`src/rtl/countdown_timer.sv`:
```
// Loadable 8-bit tick countdown with a hex seven-segment display and a Done flag.
// Optional macro COUNTDOWN_TIMER_BLINK_EN blinks the digits while in DONE.
module countdown_timer #(
    parameter int DIV     = 500000,
    parameter int SEG_POL = 1
) (
    input  logic       ClkIn,
    input  logic       nRst,
    input  logic       Load,
    input  logic [7:0] LoadVal,
    input  logic       Start,
    input  logic       Stop,
    output logic [0:6] DigitH,
    output logic [0:6] DigitL,
    output logic       Done
);

    localparam int PW = (DIV > 1) ? $clog2(DIV) : 1;
    localparam logic [PW-1:0] PMAX = PW'(DIV - 1);

    typedef enum logic [1:0] {IDLE = 2'd0, RUN = 2'd1, PAUSE = 2'd2, DONE = 2'd3} state_t;

    state_t        stateR, nextStateS;
    logic [7:0]    countR, countS;
    logic [PW-1:0] prescR, prescS;
    logic          doneR;
    logic          prescAtMaxS;
    logic [0:6]    segHS, segLS;
`ifdef COUNTDOWN_TIMER_BLINK_EN
    logic [2:0]    blinkCntR, blinkCntS;
    logic          blankR, blankS;
`endif

    // Segment order a..g maps to index 0..6; result is active-high.
    function automatic logic [0:6] hex2seg(input logic [3:0] v);
        case (v)
            4'h0:    hex2seg = 7'b1111110;
            4'h1:    hex2seg = 7'b0110000;
            4'h2:    hex2seg = 7'b1101101;
            4'h3:    hex2seg = 7'b1111001;
            4'h4:    hex2seg = 7'b0110011;
            4'h5:    hex2seg = 7'b1011011;
            4'h6:    hex2seg = 7'b1011111;
            4'h7:    hex2seg = 7'b1110000;
            4'h8:    hex2seg = 7'b1111111;
            4'h9:    hex2seg = 7'b1111011;
            4'hA:    hex2seg = 7'b1110111;
            4'hB:    hex2seg = 7'b0011111;
            4'hC:    hex2seg = 7'b1001110;
            4'hD:    hex2seg = 7'b0111101;
            4'hE:    hex2seg = 7'b1001111;
            4'hF:    hex2seg = 7'b1000111;
            default: hex2seg = 7'b0000000;
        endcase
    endfunction

    assign prescAtMaxS = (prescR == PMAX);

    // Next-state, count and prescaler logic; Load > Stop > Start.
    always_comb begin
        nextStateS = stateR;
        countS     = countR;
        prescS     = prescR;
`ifdef COUNTDOWN_TIMER_BLINK_EN
        blinkCntS  = 3'd0;
        blankS     = 1'b0;
`endif
        if (Load) begin
            countS     = LoadVal;
            nextStateS = IDLE;
            prescS     = '0;
        end else begin
            case (stateR)
                IDLE, PAUSE: begin
                    if (!Stop && Start && (countR != 8'd0)) begin
                        nextStateS = RUN;
                        prescS     = '0;
                    end else begin
                        nextStateS = stateR;
                    end
                end
                RUN: begin
                    if (Stop) begin
                        nextStateS = PAUSE;
                    end else if (prescAtMaxS) begin
                        prescS = '0;
                        // Counts of 1 (or a stray 0) finish rather than wrap.
                        if (countR <= 8'd1) begin
                            countS     = 8'd0;
                            nextStateS = DONE;
                        end else begin
                            countS = countR - 8'd1;
                        end
                    end else begin
                        prescS = prescR + PW'(1);
                    end
                end
                DONE: begin
`ifdef COUNTDOWN_TIMER_BLINK_EN
                    blinkCntS = blinkCntR;
                    blankS    = blankR;
                    if (prescAtMaxS) begin
                        prescS = '0;
                        if (blinkCntR == 3'd4) begin
                            blinkCntS = 3'd0;
                            blankS    = ~blankR;
                        end else begin
                            blinkCntS = blinkCntR + 3'd1;
                        end
                    end else begin
                        prescS = prescR + PW'(1);
                    end
`else
                    prescS = '0;
`endif
                end
                default: begin
                    nextStateS = IDLE;
                    countS     = 8'd0;
                    prescS     = '0;
                end
            endcase
        end
    end

    // State, count, prescaler and Done registers.
    always_ff @(posedge ClkIn or negedge nRst) begin
        if (!nRst) begin
            stateR <= IDLE;
            countR <= 8'd0;
            prescR <= '0;
            doneR  <= 1'b0;
        end else begin
            stateR <= nextStateS;
            countR <= countS;
            prescR <= prescS;
            doneR  <= (nextStateS == DONE);
        end
    end

`ifdef COUNTDOWN_TIMER_BLINK_EN
    // Blink phase registers: lit for five ticks, blank for five ticks.
    always_ff @(posedge ClkIn or negedge nRst) begin
        if (!nRst) begin
            blinkCntR <= 3'd0;
            blankR    <= 1'b0;
        end else begin
            blinkCntR <= blinkCntS;
            blankR    <= blankS;
        end
    end
`endif

    // Digit decode with optional blanking and output polarity.
    always_comb begin
`ifdef COUNTDOWN_TIMER_BLINK_EN
        if (blankR) begin
            segHS = 7'b0000000;
            segLS = 7'b0000000;
        end else begin
            segHS = hex2seg(countR[7:4]);
            segLS = hex2seg(countR[3:0]);
        end
`else
        segHS = hex2seg(countR[7:4]);
        segLS = hex2seg(countR[3:0]);
`endif
        if (SEG_POL != 0) begin
            DigitH = segHS;
            DigitL = segLS;
        end else begin
            DigitH = ~segHS;
            DigitL = ~segLS;
        end
    end

    assign Done = doneR;

endmodule

```
`config.mk`:
```
export PLATFORM = sky130hd
export DESIGN_NAME = countdown_timer
export DESIGN_NICKNAME = d
export VERILOG_FILES = /design/src/rtl/countdown_timer.sv
export SDC_FILE = /design/constraint.sdc
export NUM_CORES = 1
export LEC_CHECK = 0
export CAP_MARGIN = 30
export CORE_ASPECT_RATIO = 0.8
export CORE_UTILIZATION = 43
export CTS_CLUSTER_DIAMETER = 50
export DETAILED_ROUTE_END_ITERATION = 10
export GPL_TIMING_DRIVEN = 1
export PLACE_DENSITY = 0.64
export SYNTH_ARGS = -nofsm -noshare
export SYNTH_HDL_FRONTEND = slang
export SYNTH_SLANG_ARGS = --single-unit
```
`constraint.sdc`:
```
create_clock -name ClkIn -period 3.2 [get_ports ClkIn]
set_clock_uncertainty 0.2 [all_clocks]
set_input_delay 0.48 -clock ClkIn [delete_from_list [all_inputs] [get_ports ClkIn]]
set_output_delay 0.48 -clock ClkIn [all_outputs]
set_load 0.02 [all_outputs]
```
Yosys cells after proc, flatten, opt, wreduce, memory -nomap -nowiden. Memories as Yosys holds them, arrays and structs flattened. Index checks and enable logic that the tools add are counted.

Add/subtract/negate cells: 2. Multipliers: 0. Div/mod/pow operators: 0. $lt $le $gt $ge: 1. Equal/unequal tests: 8. Shift operators: 0. Multiplexer cells: 16. Bitwise gates (word level): 0. Reduce and logical (&&, ||, !) cells: 10.

Operators with widths (count): $mux W19 (4); $pmux W19 S3 (1); $mux W8 (5); $add A19 B1 Y19 const B (1); $eq A19 B19 Y1 const B (1); $mux W2 (5); $le A8 B1 Y1 const B (1); $reduce_bool A8 Y1 (1); $sub A8 B1 Y8 const B (1); $eq A2 B2 Y1 const B (3); $ne A3 B3 Y1 const B (2); $pmux W2 S2 (1); $reduce_bool A2 Y1 (2); $reduce_and A3 Y1 (1); $eq A2 B1 Y1 const B (1); $logic_and A1 B1 Y1 (2); $logic_not A2 Y1 (1); $ne A2 B2 Y1 const B (1); $reduce_and A2 Y1 (1); $reduce_or A2 Y1 (1); $logic_not A1 Y1 (1).

Register bits: 30. Bits in latches: 0. Bits in writable memories: 0. Memory bits (read-only): 224. Input port bits: 13. Output and inout port bits: 15. Logic and storage cells: 43. Memories kept: 2.

Memory list: (no name shown) (words 16, width 7, rd ports 1, clocked after Yosys merged registers in 0, wr ports 0, RTL line 36) `case (v)`; (no name shown) (words 16, width 7, rd ports 1, clocked after Yosys merged registers in 0, wr ports 0, RTL line 36).

Logic depth before layout (Yosys ltp). Gate-level depths: netlist of run 1.

Depth in word-level cells: 7. Gate-level depth with buffers: 9.

Worst setup path before layout of run 1. Ideal clock, no wire load.

Path kind: reg-to-reg. Start point: register countR[4]. End point: register prescR[0]. Library setup time: 0.125 ns. Arrival: 2.021 ns. Data required time: 2.875 ns. Slack: 0.854 ns. Cell stages (with the launch flop): 9. Clock period less this slack: 2.346 ns. Cell sequence: dfrtp_1 inv_1 ha_1 or4b_1 o221ai_2 and2b_2 buf_6 nor2_2 mux2_2.

Word-level cells in the longest chain between the ends: 4.

Ends and longest elaborated chain: start, declared (RTL line 24) `logic [7:0] countR, countS;`; start signal, assigned (RTL line 135) `countR <= countS;`; $reduce_bool A8 Y1 (RTL line 75) `if (!Stop && Start && (countR != 8'd0)) begin`; $logic_and A1 B1 Y1 (RTL line 75); $ne A3 B3 Y1 (no line); $reduce_and A2 Y1 (no line); end signal, assigned (RTL line 136) `prescR <= prescS;`; end, declared (RTL line 25) `logic [PW-1:0] prescR, prescS;`.

No other way between the ends. A chain may end at the register's enable or synchronous reset.

Worst setup path in the final report of run 1.
Start point: register countR[4]. End point: output port DigitH[5] in the netlist's numbering.

Word-level cells in the longest chain between the ends: 1.

Ends and longest elaborated chain: $mem_v2 Z16 W7; end, declared (RTL line 13) `output logic [0:6] DigitH,`.

No other way between the ends.

==> metrics.csv, run 1 <==
stage;metric;value;unit
run_status;status;complete, no violations;
placed_design;Area after DPL;0.002684;mm²
yosys;cell accounting for the most synthesized area;dfrtp_1;
yosys;post-synthesis cell type count;60;
yosys;top-area cell type share of the netlist area;0.3127;
yosys;most common cell in the synthesized netlist;nand2_1;
power_and_ir_drop;peak supply drop;0.0001964;V
finish;fin nets;336;
yosys;Post-Synth Adder-Cell Area;0.07295;
worst_setup_path;CP Capture Type;output pin;
clocking;clk_lat worst skew;0.28;ns
clocking;CTS tree;built;
clocking;cts repair resizes;0;
yosys;asr flop ratio synth;1.000;
sta;Max Freq;338.8;MHz
detailed_routing;DR vias/cell;5.970;
yosys;sequential-to-total area share from yosys stat;0.3127;
finish;ratio of cells with drive above 1 in the final layout;0.07419;
yosys;Synth Area in Compound Gates;0.2084;
placed_design;final HPWL from detailed placement;4105;µm
clocking;Max clock buf depth;2;
floorplan;Die ar.;0.005888;mm²
sta;Pins Over Slew Limit;0;
placed_design;Port-buffer cells;27;
detailed_routing;Post-Route WL;5619;µm
global_route;largest net degree at the start of global routing;31;
yosys;Post-Syn Area;0.002401;mm²
detailed_routing;Top Layer Used;met4;
power_and_ir_drop;P_leak;1.161;nW
finish;final instance area;0.002775;mm²
finish;fillers;486;
clocking;clk sinks;30;
finish;register cell area after layout;750.7;µm²
clocking;cts hold-fix bufs;0;
detailed_routing;DR vias;2221;
sta;RSZ-0062 raised after global routing;no;
yosys;top cells by count, synth;nand2_1, dfrtp_1, nor2_1;
clocking;clock transition at the registers of the reported paths;0.06;ns
floorplan;row count;23;
detailed_routing;WL met2;2273;µm
global_route;first-pass GRT wire length;9342;µm
detailed_routing;First-pass DRT Iterations;4;
floorplan;Core ar.;0.005180;mm²
floorplan;starting density of the core;0.4635;
finish;# diodes;0;
placed_design;gpl congestion;0.8660;
yosys;synthesis warning total;0;
global_route;antenna violations before repair;0;
yosys;mux cell area share after synthesis;0.008859;
yosys;Syn Inst Count;288;
detailed_routing;DRT iter0 DRCs;184;
floorplan;Die Ht;68.84;µm
worst_setup_path;Crit path required time;2.52;ns
worst_setup_path;CP Max Fanout;10;
yosys;Mapped Nets;315;
global_route;all-layer global routing usage;0.2038;
power_and_ir_drop;cell area power density;368.3;mW/mm²
power_and_ir_drop;Power, Total;0.001022;W
yosys;top cells by area, synth;dfrtp_1, ha_1, nand2_1;
global_route;vias in the first global route;1868;
yosys;EDFF count, synth;0;
clocking;root buf cell;clkbuf_8;
sta;Setup Viol. Count Final;0;
worst_setup_path;CP Data Arrival Time;2.27;ns
global_route;GRT overflow;0;
yosys;#FFs+latches synth;30;
clocking;H-tree levels;2;
detailed_routing;met3 routed WL;242;µm
run;# Max-Cap Violations;0;
sta;minimum clock period;2.951;ns
finish;area of the multi-input gates;0.001506;mm²
yosys;largest family of logic cells by synthesized area;simple AND/OR/NAND/NOR gates;
sta;Tcrit/Tclk final;0.9223;
clocking;CTS buffer count;5;
sta;Slew HR;0.5940;
worst_setup_path;critical path class;reg -> out;
worst_hold_path;class of the worst hold path;reg -> reg;
sta;Setup TNS;0;ns
worst_setup_path;Worst Setup Start Kind;flop;
yosys;top_reg_cell synth;dfrtp_1;
detailed_routing;DRT antenna net count;0;
detailed_routing;WL/cell;15.10;µm
floorplan;Die Width;85.55;µm
clocking;post-CTS setup buffer count;0;
detailed_routing;drt drc;0;
detailed_routing;WL met1;3081;µm
finish;synth-to-layout area growth;15.58;%
sta;Worst Tran Pin Value;0.6090;ns
yosys;post-synthesis simple-gate area fraction;0.3335;
yosys;syn avg cell area;8.337;µm²
yosys;XOR/XNOR Fraction of Synth Area;0.003648;
floorplan;IO Pins;28;
sta;Hold Vio Cnt, Final;0;
-- kinds of logic (layout without fill, tap and decap cells) --
group / Yosys count / in the layout
AND/OR/NAND/NOR: 136 / 136
flip-flops: 30 / 30
buffers and inverters: 30 / 52
adder cells (fa/ha/maj): 14 / 14
multiplexers: 2 / 2
AO/OA/AOI/OAI: 75 / 75
XOR/XNOR: 1 / 1
-- layout by cell type, fill, tap and decap left out, drive strengths merged, types with 2 or more instances in the layout --
cell type,synthesis,final
nor4b,8,8
a211oi,3,3
or3,3,3
nand2b,4,4
ha,14,14
and3,4,4
a21oi,14,14
and4,4,4
and2,2,2
nor4,6,6
o31ai,2,2
o21ai,22,22
o311ai,3,3
a21o,8,8
or4,7,7
nor3b,3,3
nor3,5,5
inv,13,13
nand3,16,16
nor2b,4,4
nand4,6,6
nand2,31,31
a31oi,5,5
dfrtp,30,30
or4bb,2,2
a41oi,2,2
buf,8,4
a22o,4,4
nor2,24,24
clkdlybuf4s50,0,27
clkbuf,9,7
o211ai,3,3
-- critical path, cell delays in order (launching register included) --
cell             delay (ns)
dfrtp_1                0.51
inv_1                  0.15
ha_1                   0.29
or2_2                  0.29
a21oi_1                0.14
a31oi_1                0.05
clkdlybuf4s50_1        0.55
-- final cells by class --
cell class,count,area share
multi-input cells,228,0.5428
clock buffers,7,0.03111
well taps,62,0.02795
flip-flops and latches,30,0.2705
repair buffers,31,0.1082
clock inverters,1,0.001803
inverters,13,0.01758
-- per-layer routing --
layer  GRT usage  up-vias
li1            -     1112
met5           0        -
met2      0.2790       46
met4     0.05000        0
met1      0.3199     1059
met3     0.04048        4
-- report_power, final --
part | leakage (nW) | internal, W | switching, W
Sequential | 0.403 | 0.000390 | 0.0000346
Combinational | 0.709 | 0.000130 | 0.000155
Clock | 0.0482 | 0.000173 | 0.000140
-- worst paths after layout --
check	slack, ns	startpoint	depth (start not counted)	to
min in group asynchronous	0.39	nRst	2	prescR[2]
worst min-delay path	0.34	prescR[16]	1	prescR[16]
worst min register to register	0.34	prescR[16]	1	prescR[16]
worst max-delay path	0.25	countR[4]	6	DigitH[5]
worst max register to register	0.43	countR[4]	7	prescR[0]
max in group asynchronous	2.13	nRst	2	stateR[1]
-- flip-flops by register name, indices dropped and copies added (netlist names) --
register / flops
prescR: 19
countR: 8
stateR: 2
Done: 1
-- metrics by stage --
stage	cells	worst slack [ns]	hold WS, ns	utilization
finish	372	0.2487	0.3441	0.5357
floorplan	288	0.8539	-0.01559	-
global route	372	0.06179	0.3776	0.5357
global placement	364	0.4540	0.3129	0.5181
detailed placement	364	0.4254	0.3222	0.5181
CTS	372	0.2422	0.3421	0.5357
No activity file was read; power rests on OpenSTA's default activity.
==> inputs of run 2 (changes only) <==
- CAP_MARGIN: 30 -> unset
- CORE_MARGIN: unset -> 8
==> run 2 against run 1 <==
Against the previous run:
- final area increased by 1.3%
- count of clock-buffer cells in the layout unchanged
- setup slack got worse by 0.028 ns
- largest power group unchanged
==> metrics.csv, run 2 (synthesized netlist as in run 1, its figures left out) <==
stage;metric;value;unit
sta;minimum clock period;2.979;ns
sta;Pins Over Slew Limit;0;
floorplan;Core ar.;0.005435;mm²
clocking;clk_lat worst skew;0.29;ns
power_and_ir_drop;peak supply drop;0.0001771;V
sta;Worst Tran Pin Value;0.5918;ns
global_route;antenna violations before repair;0;
worst_setup_path;critical path class;reg -> out;
clocking;CTS tree;built;
detailed_routing;DR vias;2207;
detailed_routing;Post-Route WL;5739;µm
worst_setup_path;FF-to-FF End;prescR[0];
global_route;vias in the first global route;1941;
placed_design;final HPWL from detailed placement;4108;µm
clocking;post-CTS setup buffer count;0;
worst_setup_path;Crit path required time;2.52;ns
finish;commonest non-fill, non-tap cell in the layout;nand2_1;
worst_setup_path;worst-path cell chain;inv_1 -> ha_1 -> or2_2 -> a21oi_1 -> a31oi_1 -> clkdlybuf4s50_1;
worst_setup_path;reg2reg path depth;7;
finish;final instance area;0.002810;mm²
worst_setup_path;CP Capture Point;DigitH[5];
sta;Tcrit/Tclk final;0.9311;
sta;worst hold slack;0.3363;ns
worst_setup_path;r2r setup slk;0.50;ns
detailed_routing;DR vias/cell;5.659;
sta;final worst setup slack;0.2205;ns
floorplan;Die Ht;82.84;µm
run_status;status;complete, no violations;
sta;Hold Vio Cnt, Final;0;
worst_setup_path;Critical R2R Launch;countR[4];
floorplan;row count;24;
worst_setup_path;launch point of the worst path;countR[4];
global_route;all-layer global routing usage;0.1400;
worst_setup_path;crit-path max cell delay;0.56;ns
clocking;CTS buffer count;5;
floorplan;Die Width;99.55;µm
clocking;clk sinks;30;
sta;RSZ-0062 raised after global routing;no;
sta;Max Freq;335.6;MHz
clocking;clock transition at the registers of the reported paths;0.07;ns
clocking;H-tree levels;2;
sta;Setup Viol. Count Final;0;
worst_setup_path;Worst Setup Start Kind;flop;
floorplan;IO Pins;28;
detailed_routing;DRT antenna net count;0;
global_route;largest net degree at the start of global routing;31;
sta;Setup TNS;0;ns
power_and_ir_drop;cell area power density;367.8;mW/mm²
worst_hold_path;class of the worst hold path;reg -> reg;
global_route;GRT overflow;0;
finish;max reg flops;19;
placed_design;Port-buffer cells;27;
finish;commonest non-fill, non-tap cells in the layout;nand2_1, dfrtp_1, clkdlybuf4s50_1, nor2_1, nand3_1;
finish;Cell Count, Final, Fillers Out;390;
finish;fin nets;338;
clocking;cts hold-fix bufs;0;
placed_design;dpl ws;0.4470;ns
worst_setup_path;Slowest cell on crit path;clkdlybuf4s50_1;
detailed_routing;WL/cell;14.72;µm
finish;# diodes;0;
worst_setup_path;CP Data Arrival Time;2.30;ns
placed_design;gpl congestion;0.8116;
finish;top flop regs;prescR: 19 flops, countR: 8 flops, stateR: 2 flops;
finish;synth-to-layout area growth;17.04;%
sta;Slew HR;0.6055;
detailed_routing;First-pass DRT Iterations;4;
placed_design;Area after DPL;0.002719;mm²
power_and_ir_drop;P_leak;1.170;nW
global_route;first-pass GRT wire length;9625;µm
finish;Largest Register;prescR;
finish;ratio of cells with drive above 1 in the final layout;0.08013;
detailed_routing;drt drc;0;
worst_setup_path;CP Capture Type;output pin;
clocking;Max clock buf depth;2;
detailed_routing;DRT iter0 DRCs;116;
clocking;root buf cell;clkbuf_8;
clocking;cts repair resizes;0;
placed_design;Cells after DPL;382;
floorplan;Die ar.;0.008246;mm²
floorplan;starting density of the core;0.4418;
worst_setup_path;CP Max Fanout;10;
run;# Max-Cap Violations;0;
-- run 2: cell count changes in the layout (fill, tap and decap cells not counted) --
| cell | before | now |
|---|---|---|
| buf_4 | 4 | 6 |
-- run 2: through the flow --
| step | util | power [W] |
|---|---|---|
| floorplan | - | 0.0006034 |
| global placement | 0.5002 | 0.0007226 |
| detailed placement | 0.5002 | 0.0007225 |
| CTS | 0.5170 | 0.001044 |
| global route | 0.5170 | 0.001095 |
| finish | 0.5170 | 0.001034 |
-- run 2: area by class of cell --
| cell class | count | area (µm²) |
|---|---|---|
| well taps | 78 | 97.59 |
| repair buffers | 33 | 315.3 |
| multi-input cells | 228 | 1506 |
| flip-flops and latches | 30 | 750.7 |
| clock inverters | 1 | 5.005 |
| inverters | 13 | 48.80 |
| fillers | 525 | 2625 |
| clock buffers | 7 | 86.33 |
-- run 2: routing by layer --
metal  GRT usage  vias to the layer above  wire (µm)
met3     0.03583                        6        344
met5           0                        -          0
met4     0.04938                        0         56
met2      0.1937                       58       2297
met1      0.2016                     1026       3040
li1            -                     1117          -
-- run 2: critical path: cells and delay by family, from the launching register on --
kind | cells | cell delay (ns)
buf+inv | 2 | 0.72
flops | 1 | 0.51
fa+ha+maj | 1 | 0.29
simple gates | 1 | 0.29
compound gates | 2 | 0.20
-- run 2: worst min-delay path by stage --
stage                 endpoint  slack, ns        from  depth (start not counted)
finish              prescR[16]       0.34  prescR[16]                          1
global route        prescR[17]       0.37  prescR[17]                          1
CTS                 prescR[17]       0.33  prescR[17]                          1
detailed placement  prescR[16]       0.32  prescR[16]                          1
global placement    prescR[16]       0.32  prescR[16]                          1
floorplan                 Done      -0.02        nRst                          0
-- run 2: power breakdown --
group	internal (W)	total [W]	switching, W
Combinational	0.000133	0.000294	0.000161
Clock	0.000173	0.000320	0.000147
Sequential	0.000390	0.000420	0.0000294
Total	0.000697	0.00103	0.000337
